==> src/rtl/win_mul_seq.sv <==
// win_mul_seq: sequential signed multiplier using shift-and-add on operand
// magnitudes, with the sign applied in a final step.
// Handshaked input (in_valid/in_ready) and output (out_valid/out_ready).
// Optional macro WIN_MUL_EARLY_EXIT_EN: when defined, CALC also finishes as
// soon as the remaining multiplier magnitude is zero. This shortens latency
// and does not change the product.
module win_mul_seq #(
    parameter int WIDTH = 8
) (
    input  logic                 clk,
    input  logic                 rst_n,
    input  logic                 in_valid,
    output logic                 in_ready,
    input  logic [WIDTH-1:0]     mul_a,
    input  logic [WIDTH-1:0]     mul_b,
    output logic                 out_valid,
    input  logic                 out_ready,
    output logic [2*WIDTH-1:0]   mul_out,
    output logic                 busy
);

    localparam int CW = $clog2(WIDTH + 1);

    typedef enum logic [1:0] {
        S_IDLE = 2'd0,
        S_CALC = 2'd1,
        S_SIGN = 2'd2,
        S_DONE = 2'd3
    } state_t;

    state_t               state_q, state_d;
    logic [WIDTH-1:0]     mag_a_q;
    logic [WIDTH-1:0]     mag_b_q;
    logic [2*WIDTH-1:0]   acc_q;
    logic [CW-1:0]        cnt_q;
    logic                 sign_q;
    logic [2*WIDTH-1:0]   mul_out_q;

    logic                 accept;
    logic                 calc_exit;
    logic [2*WIDTH-1:0]   ext_a;

    // Two's-complement magnitude. The most negative value maps to 2^(WIDTH-1),
    // which still fits in WIDTH unsigned bits.
    function automatic logic [WIDTH-1:0] magnitude(input logic [WIDTH-1:0] v);
        return v[WIDTH-1] ? (~v + {{(WIDTH-1){1'b0}}, 1'b1}) : v;
    endfunction

    assign accept = in_valid && (state_q == S_IDLE);
    assign ext_a  = {{WIDTH{1'b0}}, mag_a_q};

`ifdef WIN_MUL_EARLY_EXIT_EN
    assign calc_exit = (cnt_q == CW'(WIDTH)) || (mag_b_q == '0);
`else
    assign calc_exit = (cnt_q == CW'(WIDTH));
`endif

    // State register
    always_ff @(posedge clk) begin
        if (!rst_n) begin
            state_q <= S_IDLE;
        end else begin
            state_q <= state_d;
        end
    end

    // Next-state logic
    always_comb begin
        state_d = state_q;
        case (state_q)
            S_IDLE: if (accept)    state_d = S_CALC;
            S_CALC: if (calc_exit) state_d = S_SIGN;
            S_SIGN:                state_d = S_DONE;
            S_DONE: if (out_ready) state_d = S_IDLE;
            default:               state_d = S_IDLE;
        endcase
    end

    // Outputs decoded from the current state
    always_comb begin
        in_ready  = 1'b0;
        out_valid = 1'b0;
        busy      = 1'b1;
        case (state_q)
            S_IDLE: begin
                in_ready = 1'b1;
                busy     = 1'b0;
            end
            S_DONE:  out_valid = 1'b1;
            default: ;
        endcase
    end

    // Datapath: capture magnitudes, shift-and-add, then apply the sign once
    always_ff @(posedge clk) begin
        if (!rst_n) begin
            mag_a_q   <= '0;
            mag_b_q   <= '0;
            acc_q     <= '0;
            cnt_q     <= '0;
            sign_q    <= 1'b0;
            mul_out_q <= '0;
        end else begin
            case (state_q)
                S_IDLE: begin
                    if (accept) begin
                        mag_a_q <= magnitude(mul_a);
                        mag_b_q <= magnitude(mul_b);
                        sign_q  <= mul_a[WIDTH-1] ^ mul_b[WIDTH-1];
                        acc_q   <= '0;
                        cnt_q   <= '0;
                    end
                end
                S_CALC: begin
                    if (!calc_exit) begin
                        if (mag_b_q[0]) begin
                            acc_q <= acc_q + (ext_a << cnt_q);
                        end
                        mag_b_q <= mag_b_q >> 1;
                        cnt_q   <= cnt_q + CW'(1);
                    end
                end
                S_SIGN: begin
                    // A zero accumulator is emitted as plain zero whatever the sign.
                    if (sign_q && (acc_q != '0)) begin
                        mul_out_q <= ~acc_q + {{(2*WIDTH-1){1'b0}}, 1'b1};
                    end else begin
                        mul_out_q <= acc_q;
                    end
                end
                default: ;
            endcase
        end
    end

    assign mul_out = mul_out_q;

endmodule

==> config.mk <==
export PLATFORM = sky130hd
export DESIGN_NAME = win_mul_seq
export DESIGN_NICKNAME = d
export VERILOG_FILES = /design/src/rtl/win_mul_seq.sv
export SDC_FILE = /design/constraint.sdc
export NUM_CORES = 1
export LEC_CHECK = 0
export CELL_PAD_IN_SITES_DETAIL_PLACEMENT = 1
export CELL_PAD_IN_SITES_GLOBAL_PLACEMENT = 2
export CORE_MARGIN = 2
export CORE_UTILIZATION = 34
export DETAILED_ROUTE_END_ITERATION = 8
export PLACE_DENSITY = 0.81
export SLEW_MARGIN = 15
export SYNTH_ARGS = -nofsm -noshare
export SYNTH_HDL_FRONTEND = slang
export SYNTH_SLANG_ARGS = --single-unit
==> constraint.sdc <==
create_clock -name clk -period 3.51 [get_ports clk]
set_input_delay 0.702 -clock clk [delete_from_list [all_inputs] [get_ports clk]]
set_output_delay 0.702 -clock clk [all_outputs]
set_load 0.02 [all_outputs]
### After elaboration in Yosys (flattened, before gate mapping)

Index checks and enable logic that the tools add are counted.

| operators by class | value |
|---|---|
| $add $sub $neg | 5 |
| multipliers | 0 |
| divide/modulo/power cells | 0 |
| magnitude comparators | 0 |
| equal/unequal tests | 9 |
| shift operators | 1 |
| mux-type cells | 20 |
| bitwise gates (word level) | 4 |
| reductions and logical operators | 9 |

Operator list:

| kind | number |
|---|---|
| $mux W16 | 4 |
| $mux W8 | 4 |
| $pmux W16 S2 | 1 |
| $add A16 B1 Y16 const B | 1 |
| $add A16 B16 Y16 | 1 |
| $add A8 B1 Y8 const B | 2 |
| $not A16 Y16 | 1 |
| $not A8 Y8 | 2 |
| $pmux W8 S2 | 1 |
| $reduce_bool A16 Y1 | 1 |
| $shl A8 B4 Y16 | 1 |
| $ne A2 B2 Y1 const B | 5 |
| $mux W4 | 2 |
| $pmux W2 S4 | 1 |
| $pmux W4 S2 | 1 |
| $mux W2 | 3 |
| $reduce_and A3 Y1 | 2 |
| $add A4 B1 Y4 const B | 1 |
| $eq A2 B2 Y1 const B | 2 |
| $eq A4 B4 Y1 const B | 1 |
| $reduce_and A4 Y1 | 1 |
| $mux W1 | 3 |
| $eq A2 B1 Y1 const B | 1 |
| $logic_and A1 B1 Y1 | 2 |
| 4 further kinds | 4 |

| word-level totals | value |
|---|---|
| flip-flop bits (word level) | 55 |
| latch bits | 0 |
| RAM bits | 0 |
| ROM bits | 0 |
| input port bits | 20 |
| output and inout bits | 19 |
| memories kept | 0 |

### Longest topological paths before layout

| logic depth | value |
|---|---|
| depth after elaboration | 5 |
| gate-level depth with buffers | 16 |
| mapped depth without buffers | 15 |

### Least setup slack after synthesis

OpenSTA, ideal clock, no wires.

| timing path | value |
|---|---|
| path type | register to register |
| start point | reg cnt_q[1] |
| end point | reg acc_q[15] |
| arrival | 3.125 ns |
| setup slack | 0.269 ns |
| cell stages (with the launch flop) | 16 |
| cell sequence | dfxtp_1 -> clkbuf_1 -> clkbuf_1 -> mux2i_1 -> nand2_1 -> nand2_1 -> o21ai_0 -> nor2b_1 -> ha_1 -> o211ai_1 -> o21ai_0 -> o2111ai_1 -> o31ai_1 -> xnor2_1 -> o21bai_1 -> a22o_1 |

| on the way | value |
|---|---|
| longest elaborated chain between the ends | 5 |
| elaborated cells on any way between the ends | 8 |

Ends and longest elaborated chain:

| item | line | source |
|---|---|---|
| from (decl) | 35 | `logic [CW-1:0] cnt_q;` |
| from (signal assigned) | 120 | `cnt_q <= cnt_q + CW'(1);` |
| $shl A8 B4 Y16 | 117 | `acc_q <= acc_q + (ext_a << cnt_q);` |
| $add A16 B16 Y16 | 117 |  |
| $mux W16 | 116 | `if (mag_b_q[0]) begin` |
| $mux W16 | 115 | `if (!calc_exit) begin` |
| $pmux W16 S2 | 104 | `case (state_q)` |
| to (signal assigned) | 117 |  |
| to (decl) | 34 | `logic [2*WIDTH-1:0] acc_q;` |

Several ways; a longest one is shown, not always the timed one. The select of a mux whose other input is x is not followed.
A chain may end at the register's enable or synchronous reset.

### Worst setup path after layout

| timing path | value |
|---|---|
| start point | reg cnt_q[0] |
| end point | reg acc_q[14] |

Same word-level chain as after synthesis.

==> impl_metrics.ini <==
[layout]
layout-drive-gt1-share = 0.0551
layout.nets = 570
finish.utilization = 0.409
diodes = 0
syn_to_final_growth_pct = 18.4

[synth]
synth_top_area_frac = 0.280
synth_edf_count = 0
synth_adder_area_share = 0.0815
synthesis.area_um2 = 3930
synthMostInstantiatedCell = nand2_1
synth.top_cells.by_count = nand2_1, dfxtp_1, o21ai_0
synth_compound_area_frac = 0.248
syn_inst = 495
ys.flop_type = dfxtp_1
synth.area.mux_share = 0.0449
syn_nets = 540
yosys_warnings = 0
synth_top_family_by_area = compound AO/OA/AOI/OAI gates
ys_ff_latch = 55
yosys.area_share.simple = 0.212
async_flop_share = 0
avgSynthCellArea_um2 = 7.94
ys_types = 57
ys_seq_area_frac = 0.280
synthXorXnorAreaFrac = 0.0846
yosysTopAreaCell = dfxtp_1
synth_area_leaders = dfxtp_1, nand2_1, ha_1

[timing]
slew_violations = 0
max_slew.worst_pin.slew_ns = 1.01
post-route-period-util = 0.912
timing.hold.ws_ns = 0.466
min_period_ns = 3.20
hold_viol_final = 0
rsz0062_at_grt = no
skew_ns = 0.00486
slew_headroom = 0.324
fin_ws_ns = 0.311
setup_viol = 0
max_freq_mhz = 313
fin_setup_tns_ns = 0

[die]
die-area_um2 = 12400
die_h_um = 112
placementRows = 39
core_area_um2 = 11400
initial_utilization = 0.346
io_pins = 39
die_x_um = 112

[placement]
pre_cts_ws_ns = 0.267
port_buffers = 38
place_congestion = 0.843
hpwl_um = 7960

[clock_network]
clk_path_buf_depth = 2
ctsHoldBuffers = 0
clk_pin_slew_ns = 0.07
cts.sinks = 55
insertion_delay_ns = 0.31
root_buffer = clkbuf_16
cts_buffers = 5
cts_tree = built
htreeDepth = 2

[pwr]
p_clk_frac = 0.225
vdd_drop_max_mv = 0.409
swShare = 0.401
p_leak_uw = 0.00196
internal_power_uw = 1740
netSwitchingPower_uw = 1170
powerDensity_nw_per_um2 = 625
pwr-share-comb = 0.469
total_power_uw = 2910
sequentialPowerShare = 0.306

[grt]
grt_pass1_wl_um = 17600
grt_max_degree = 33
antenna_found_initial = 0
grt.overflow.total = 0
track_usage = 0.173
grt_pass1_vias = 3575

[route]
drc = 0
drt_iter0_drc = 127
vias = 3591
wl_per_cell_um = 15.3
dr.pass1.iters = 4
wl_um = 10200
via_per_inst = 5.37
antenna_left = 0

[worst_hold_path]
hold_path.class = reg -> reg

[run_status]
status = finished clean

[worst_setup_path]
crit_fanout = 12
critPathKind = reg -> reg
critPathArrivalTime_ns = 3.40
crit_required_ns = 3.71
cp-end-kind = register
cp-start-kind = register

[flow_run]
drv_cap = 0
[logic make-up (layout without fill, tap and decap cells)]
logic type	count (synthesis)	count (layout)
AOI/OAI and AO/OA	138	138
xor gates and xnor gates	38	38
adders and majority gates	25	25
buffers and inverters	47	78
DFF	55	55
muxes	16	16
and+or+nand+nor	176	176
[layout by cell type, fill, tap and decap left out, drive strengths merged, types with 4 or more instances in the layout]
cell	netlist	final
o21ai	37	37
nor2b	19	19
a21oi	19	19
a21boi	14	14
ha	24	24
nand2b	5	5
a31oi	5	5
o31ai	8	8
nand4	5	5
nor3b	5	5
dfxtp	55	55
nand2	84	84
o211ai	4	4
xor2	27	27
buf	9	13
inv	18	18
nor3	7	7
mux2i	12	12
o211a	18	18
clkdlybuf4s50	0	38
xnor2	11	11
nand3	4	4
nor2	26	26
a22oi	7	7
clkbuf	19	6
[layer usage]
layer,share of wire,GRT usage
met1,0.46,0.207
met3,0.031,0.0376
met2,0.50,0.311
met4,0.017,0.0477
met5,0,0
[worst max-delay path: stages, from the launching register on]
cell and delay (ns):
dfxtp_1 0.40, buf_4 0.22, nor2_1 0.19, nand2_1 0.14, nor3_1 0.25, ha_1 0.26, inv_1 0.07, fa_1 0.41
nand2b_1 0.18, a21oi_1 0.22, o2111ai_1 0.16, nand2_1 0.19, a31oi_1 0.12, mux2i_1 0.20, nand2_1 0.07
[path summary, 6_finish.rpt]
check | from | end | slack [ns] | cells past startpoint
max | cnt_q[0]$_SDFFE_PN0P_ | acc_q[14]$_SDFFE_PN0P_ | 0.31 | 14
min | mag_b_q[7]$_SDFFE_PN0P_ | mag_b_q[7]$_SDFFE_PN0P_ | 0.47 | 2
max reg2reg | cnt_q[0]$_SDFFE_PN0P_ | acc_q[14]$_SDFFE_PN0P_ | 0.31 | 14
min reg2reg | mag_b_q[7]$_SDFFE_PN0P_ | mag_b_q[7]$_SDFFE_PN0P_ | 0.47 | 2
[registers in the layout (all words and copies together) (netlist names)]
register,cells
mul_out,16
sign_q,1
mag_a_q,8
acc_q,16
mag_b_q,8
state_q,2
cnt_q,4
[timing repair]
item	CTS	global route
endpoints found under the hold margin	0	0
gates resized for setup	0	1
buffers inserted	0	0
endpoints found under the setup margin	0	2
[power groups by stage]
stage	logic [uW]	registers, uW	clock network, uW
3_5_place_dp	1380	908	0
3_3_place_gp	1340	897	0
6_report	1360	891	656
4_1_cts	1380	893	674
5_1_grt	1520	919	701
2_1_floorplan	855	946	0
[metrics by stage]
step | instances | instance area (um^2)
3_5_place_dp | 661 | 4470
6_report | 669 | 4660
5_1_grt | 669 | 4660
3_3_place_gp | 661 | 4470
4_1_cts | 669 | 4650
2_1_floorplan | 495 | 3930
[final cells by class]
| type | count | area [um^2] |
|---|---|---|
| flip-flops and latches | 55 | 1100 |
| repair buffers | 51 | 478 |
| multi-input cells | 393 | 2640 |
| fillers | 1383 | 6710 |
| well taps | 143 | 179 |
| clock buffers | 6 | 129 |
| clock inverters | 2 | 60.1 |
| inverters | 19 | 71.3 |
Power figures use the tool's default switching activity.
==> variant 1: new RTL, config.mk and constraints unchanged <==
The parameter `WIDTH` goes from 8 to 4.
--- a/src/rtl/win_mul_seq.sv
+++ b/src/rtl/win_mul_seq.sv
@@ -5,7 +5,7 @@
 // soon as the remaining multiplier magnitude is zero. This shortens latency
 // and does not change the product.
 module win_mul_seq #(
-    parameter int WIDTH = 8
+    parameter int WIDTH = 4
 ) (
     input  logic                 clk,
     input  logic                 rst_n,
Ports: changed (resized mul_a, mul_b and mul_out); port bits go from 39 to 23. No check against the original RTL was run, so the function may have changed too.
==> variant 1 against the unedited design <==
Setup slack better by 0.65 ns. Cell area is 48% lower. Sequential share of layout area is 1.3 points higher. Maximum frequency is 26% higher. Power is 50% lower. Global-route usage is 1.3 points lower. Synthesized area is 48% lower. First-iteration DRC count is 72% lower. Sequential cell count is 25 lower. Wire length is 55% lower. Highest routed layer unchanged.
==> variant 1: results <==
[finish]
final_common_cell = dfxtp_1
filler_cell_count = 684
finish.net_count = 288
drive_above_1_share = 0.0538

[timing]
finClkSkew_ns = 0.0120
slew_headroom = 0.626

[placement]
place_ws_ns = 0.976
place_congestion = 0.793
port_buffers = 22
hpwlAfterDp_microns = 3600

[min_path]
min-delay-start = mul_out[4]$_SDFFE_PN0P_
min_to = mul_out[4]$_SDFFE_PN0P_

[synthesis]
synth_seq_area_share = 0.296
synthTopCellsByArea = dfxtp_1 (30%), ha_1 (9.9%), mux2i_1 (6.4%), nand2_1 (5.2%), xnor2_1 (5.2%)
ys_types = 43
synth_mux_area_frac = 0.0808
syn_nets = 269
synth-compound-area-share = 0.200
synthXorXnorAreaFrac = 0.0561
synth_common_cells = dfxtp_1 (30), nand2_1 (28), ha_1 (16)

[global_route]
grt_use_total = 0.159
grt_max_degree = 24
grt_pass1_wl_microns = 8120
grt_pass1_vias = 1727

[setup_path]
path_max_fanout = 8
r2r_slack_ns = 0.96
rr_worst_depth = 10
r2r-end = acc_q[6]$_SDFFE_PN0P_
crit_slowest_cell = dfxtp_1

[power_and_ir_drop]
leakagePower_nw = 0.980
ir_drop_mv = 0.375

[clocking]
clock_latency_ns = 0.29
cts-root-buf = clkbuf_8

[drt]
via_per_inst = 5.11
drt_iter0_drc = 36
routedWlPerCell_microns = 13.9

[status]
status = completed
[variant 1: cell types whose count changed after synthesis, moves of 12 or more]
cell     before  now
o21ai_0      37   14
xor2_1       27    1
o211a_1      18    6
dfxtp_1      55   30
nor2_1       26   12
nand2_1      84   28
[variant 1: cells by family (layout without fill, tap and decap cells)]
family          after synthesis  count (layout)
compound gates               56              56
xor+xnor                     13              13
fa+ha+maj                    17              17
buf+inv                      25              45
flops                        30              30
mux                          15              15
simple gates                 84              84
[variant 1: where the power goes]
part	switching (W)	internal, W	leakage [nW]	total, W
clock network	0.000138	0.000158	0.0482	0.000296
logic	0.000371	0.000288	0.688	0.000660
registers	0.0000722	0.000416	0.244	0.000488
total	0.000582	0.000862	0.980	0.00144
[variant 1: worst max-delay path, delay by kind of cell, from the launching register on]
family,cells,cell delay [ns]
buf+inv,1,0.15
fa+ha+maj,2,0.64
flops,1,0.50
simple gates,4,0.62
compound gates,3,0.59
[variant 1: worst max-delay path by stage]
stage                                     start                    end  slack (ns)  cells past startpoint
after floorplan           cnt_q[0]$_SDFFE_PN0P_  acc_q[6]$_SDFFE_PN0P_        1.05                     11
after global placement    cnt_q[0]$_SDFFE_PN0P_  acc_q[6]$_SDFFE_PN0P_        0.99                     10
after global routing      cnt_q[0]$_SDFFE_PN0P_  acc_q[7]$_SDFFE_PN0P_        0.69                      9
after detailed placement  cnt_q[0]$_SDFFE_PN0P_  acc_q[6]$_SDFFE_PN0P_        0.98                     10
after CTS                 cnt_q[0]$_SDFFE_PN0P_  acc_q[6]$_SDFFE_PN0P_        0.96                     10
final                     cnt_q[0]$_SDFFE_PN0P_  acc_q[6]$_SDFFE_PN0P_        0.96                     10
[variant 1: area by class of cell]
cell class | count | area share
well taps | 75 | 0.0391
multi-input cells | 185 | 0.556
repair buffers | 23 | 0.0949
clock inverters | 1 | 0.00209
flip-flops and latches | 30 | 0.250
clock buffers | 7 | 0.0360
inverters | 14 | 0.0219
[variant 1: metal layers]
layer  routed length, microns  vias up  GRT usage
li1                         -      883          -
met1                     2290      805      0.201
met2                     2180       18      0.267
met3                      120        7     0.0333
met4                       66        0     0.0576
met5                        0        -          0
[variant 1: stage by stage]
stage,hold slack (ns),cells
floorplan,0.466,240
global placement,0.463,327
detailed placement,0.472,327
CTS,0.490,335
global route,0.507,335
finish,0.486,335
==> variant 2: new RTL, same flow settings <==
Without the edit above. Make the reset (`rst_n`) asynchronous in 2 clocked blocks.
--- a/src/rtl/win_mul_seq.sv
+++ b/src/rtl/win_mul_seq.sv
@@ -56,7 +56,7 @@
 `endif
 
     // State register
-    always_ff @(posedge clk) begin
+    always_ff @(posedge clk or negedge rst_n) begin
         if (!rst_n) begin
             state_q <= S_IDLE;
         end else begin
@@ -92,7 +92,7 @@
     end
 
     // Datapath: capture magnitudes, shift-and-add, then apply the sign once
-    always_ff @(posedge clk) begin
+    always_ff @(posedge clk or negedge rst_n) begin
         if (!rst_n) begin
             mag_a_q   <= '0;
             mag_b_q   <= '0;
Function: differs if rst_n is asserted again (counterexample within 4 cycles, from zero or initial values and one cycle with rst_n low); with rst_n held inactive, the same outputs for 10 cycles.
==> variant 2 against the unedited design <==
Wire length shrank 2.7%. Sequential share of layout area grew 5.9 points. Setup slack lost 0.051 ns. Maximum frequency shrank 1.6%. Die area shrank 0.55%. Sequential cell count is the same. Synthesized area shrank 0.57%. First-iteration DRC count shrank 19%. Non-clock buffer count grew 1. Final cell count shrank 2.5%. Cell area is essentially flat. Critical endpoint is now acc_q[14]$_DFFE_PN0P_.
Power is not compared: it rests on default switching activity, and its combinational part moved more than twofold at a synthesized area within 25%.
==> variant 2: results <==
[min_path]
hold_path_class = input port to asynchronous set/reset pin

[finish]
diodes = 0
drive_above_1_share = 0.0806
finish.net_count = 554
filler_cell_count = 1367
finalNonFillerCells = 652

[drt]
drt-met1-wl_microns = 4600
via_per_inst = 5.19
dr.max_layer_used = met4
drt_iter0_drc = 103
routedWlPerCell_microns = 15.3
wl_met3_microns = 261
wl_met2_microns = 5000

[global_route]
grt_pass1_wl_microns = 17500
grt_util_met3 = 0.0328
grt_use_met2 = 0.312
grtUsageMet1 = 0.210
grt_use_total = 0.172
grt_pass1_vias = 3585

[placement]
hpwlAfterDp_microns = 7870
post_dp_cell_area_sq_um = 4470
place_inst = 643
port_buffers = 38
place_congestion = 0.810

[clocking]
cts_buffers = 5
cts-root-buf = clkbuf_16
cts_setup_buffers = 0
cts_resized = 0

[setup_path]
r2r_slack_ns = 0.26
path_max_fanout = 7
rr_worst_depth = 13
cp_top_family = compound AO/OA/AOI/OAI gates
crit_end = acc_q[14]$_DFFE_PN0P_
crit_slowest_cell = dfrtp_2
worst_ep_arrival_time_ns = 3.44
regToRegStartpoint = cnt_q[1]$_DFFE_PN0P_
slowest_delay_ns = 0.44

[synthesis]
syn_nets = 513
synth-compound-area-share = 0.198
ys_types = 52
synthXorXnorAreaFrac = 0.0784
synth_enable_flop_cells = 0
yosys.area_share.adder = 0.0819
synth_seq_area_share = 0.352
synth_mux_area_frac = 0.0518
synthFlopType = dfrtp_1
async_flop_share = 1.00
syn_avg_cell_area_sq_um = 8.35
synth_common_cells = nand2_1 (73), dfrtp_1 (55), o21ai_0 (54)
synthTopCellsByArea = dfrtp_1 (35%), ha_1 (7.7%), nand2_1 (7.0%), o21ai_0 (6.9%), xor2_1 (5.6%)

[power_and_ir_drop]
p_int_w = 0.00246

[timing]
finClkSkew_ns = 0.00190
max_slew.worst_pin.slew_ns = 0.738
hold_ws_ns = 0.459

[status]
status = completed
-- variant 2: final cells by class --
cell class	count	area, sq um	share of cell area
Timing Repair Buffer	52	480	0.103
Clock buffer	6	129	0.0277
Tap cell	143	179	0.0385
Clock inverter	1	30.0	0.00646
Sequential cell	55	1380	0.296
Multi-Input combinational cell	376	2380	0.513
Inverter	19	71.3	0.0153
-- variant 2: worst register-to-register path, stage by stage (launching register included) --
cell and delay, ns:
dfrtp_2 0.44, buf_4 0.18, mux2_2 0.36, nand2_1 0.07
o21ai_0 0.14, o21ai_0 0.19, o22ai_1 0.13, ha_1 0.35
and3_1 0.24, a21boi_0 0.14, buf_4 0.16, o31ai_1 0.35
nand3_1 0.13, a32o_1 0.26
-- variant 2: through the flow --
step                      power (W)   util  worst slack (ns)
after CTS                   0.00463  0.409            0.0635
after global routing        0.00505  0.411            0.0166
after global placement      0.00393  0.395             0.266
after floorplan             0.00319      -             0.538
after detailed placement    0.00404  0.395            0.0672
final                       0.00458  0.411             0.260
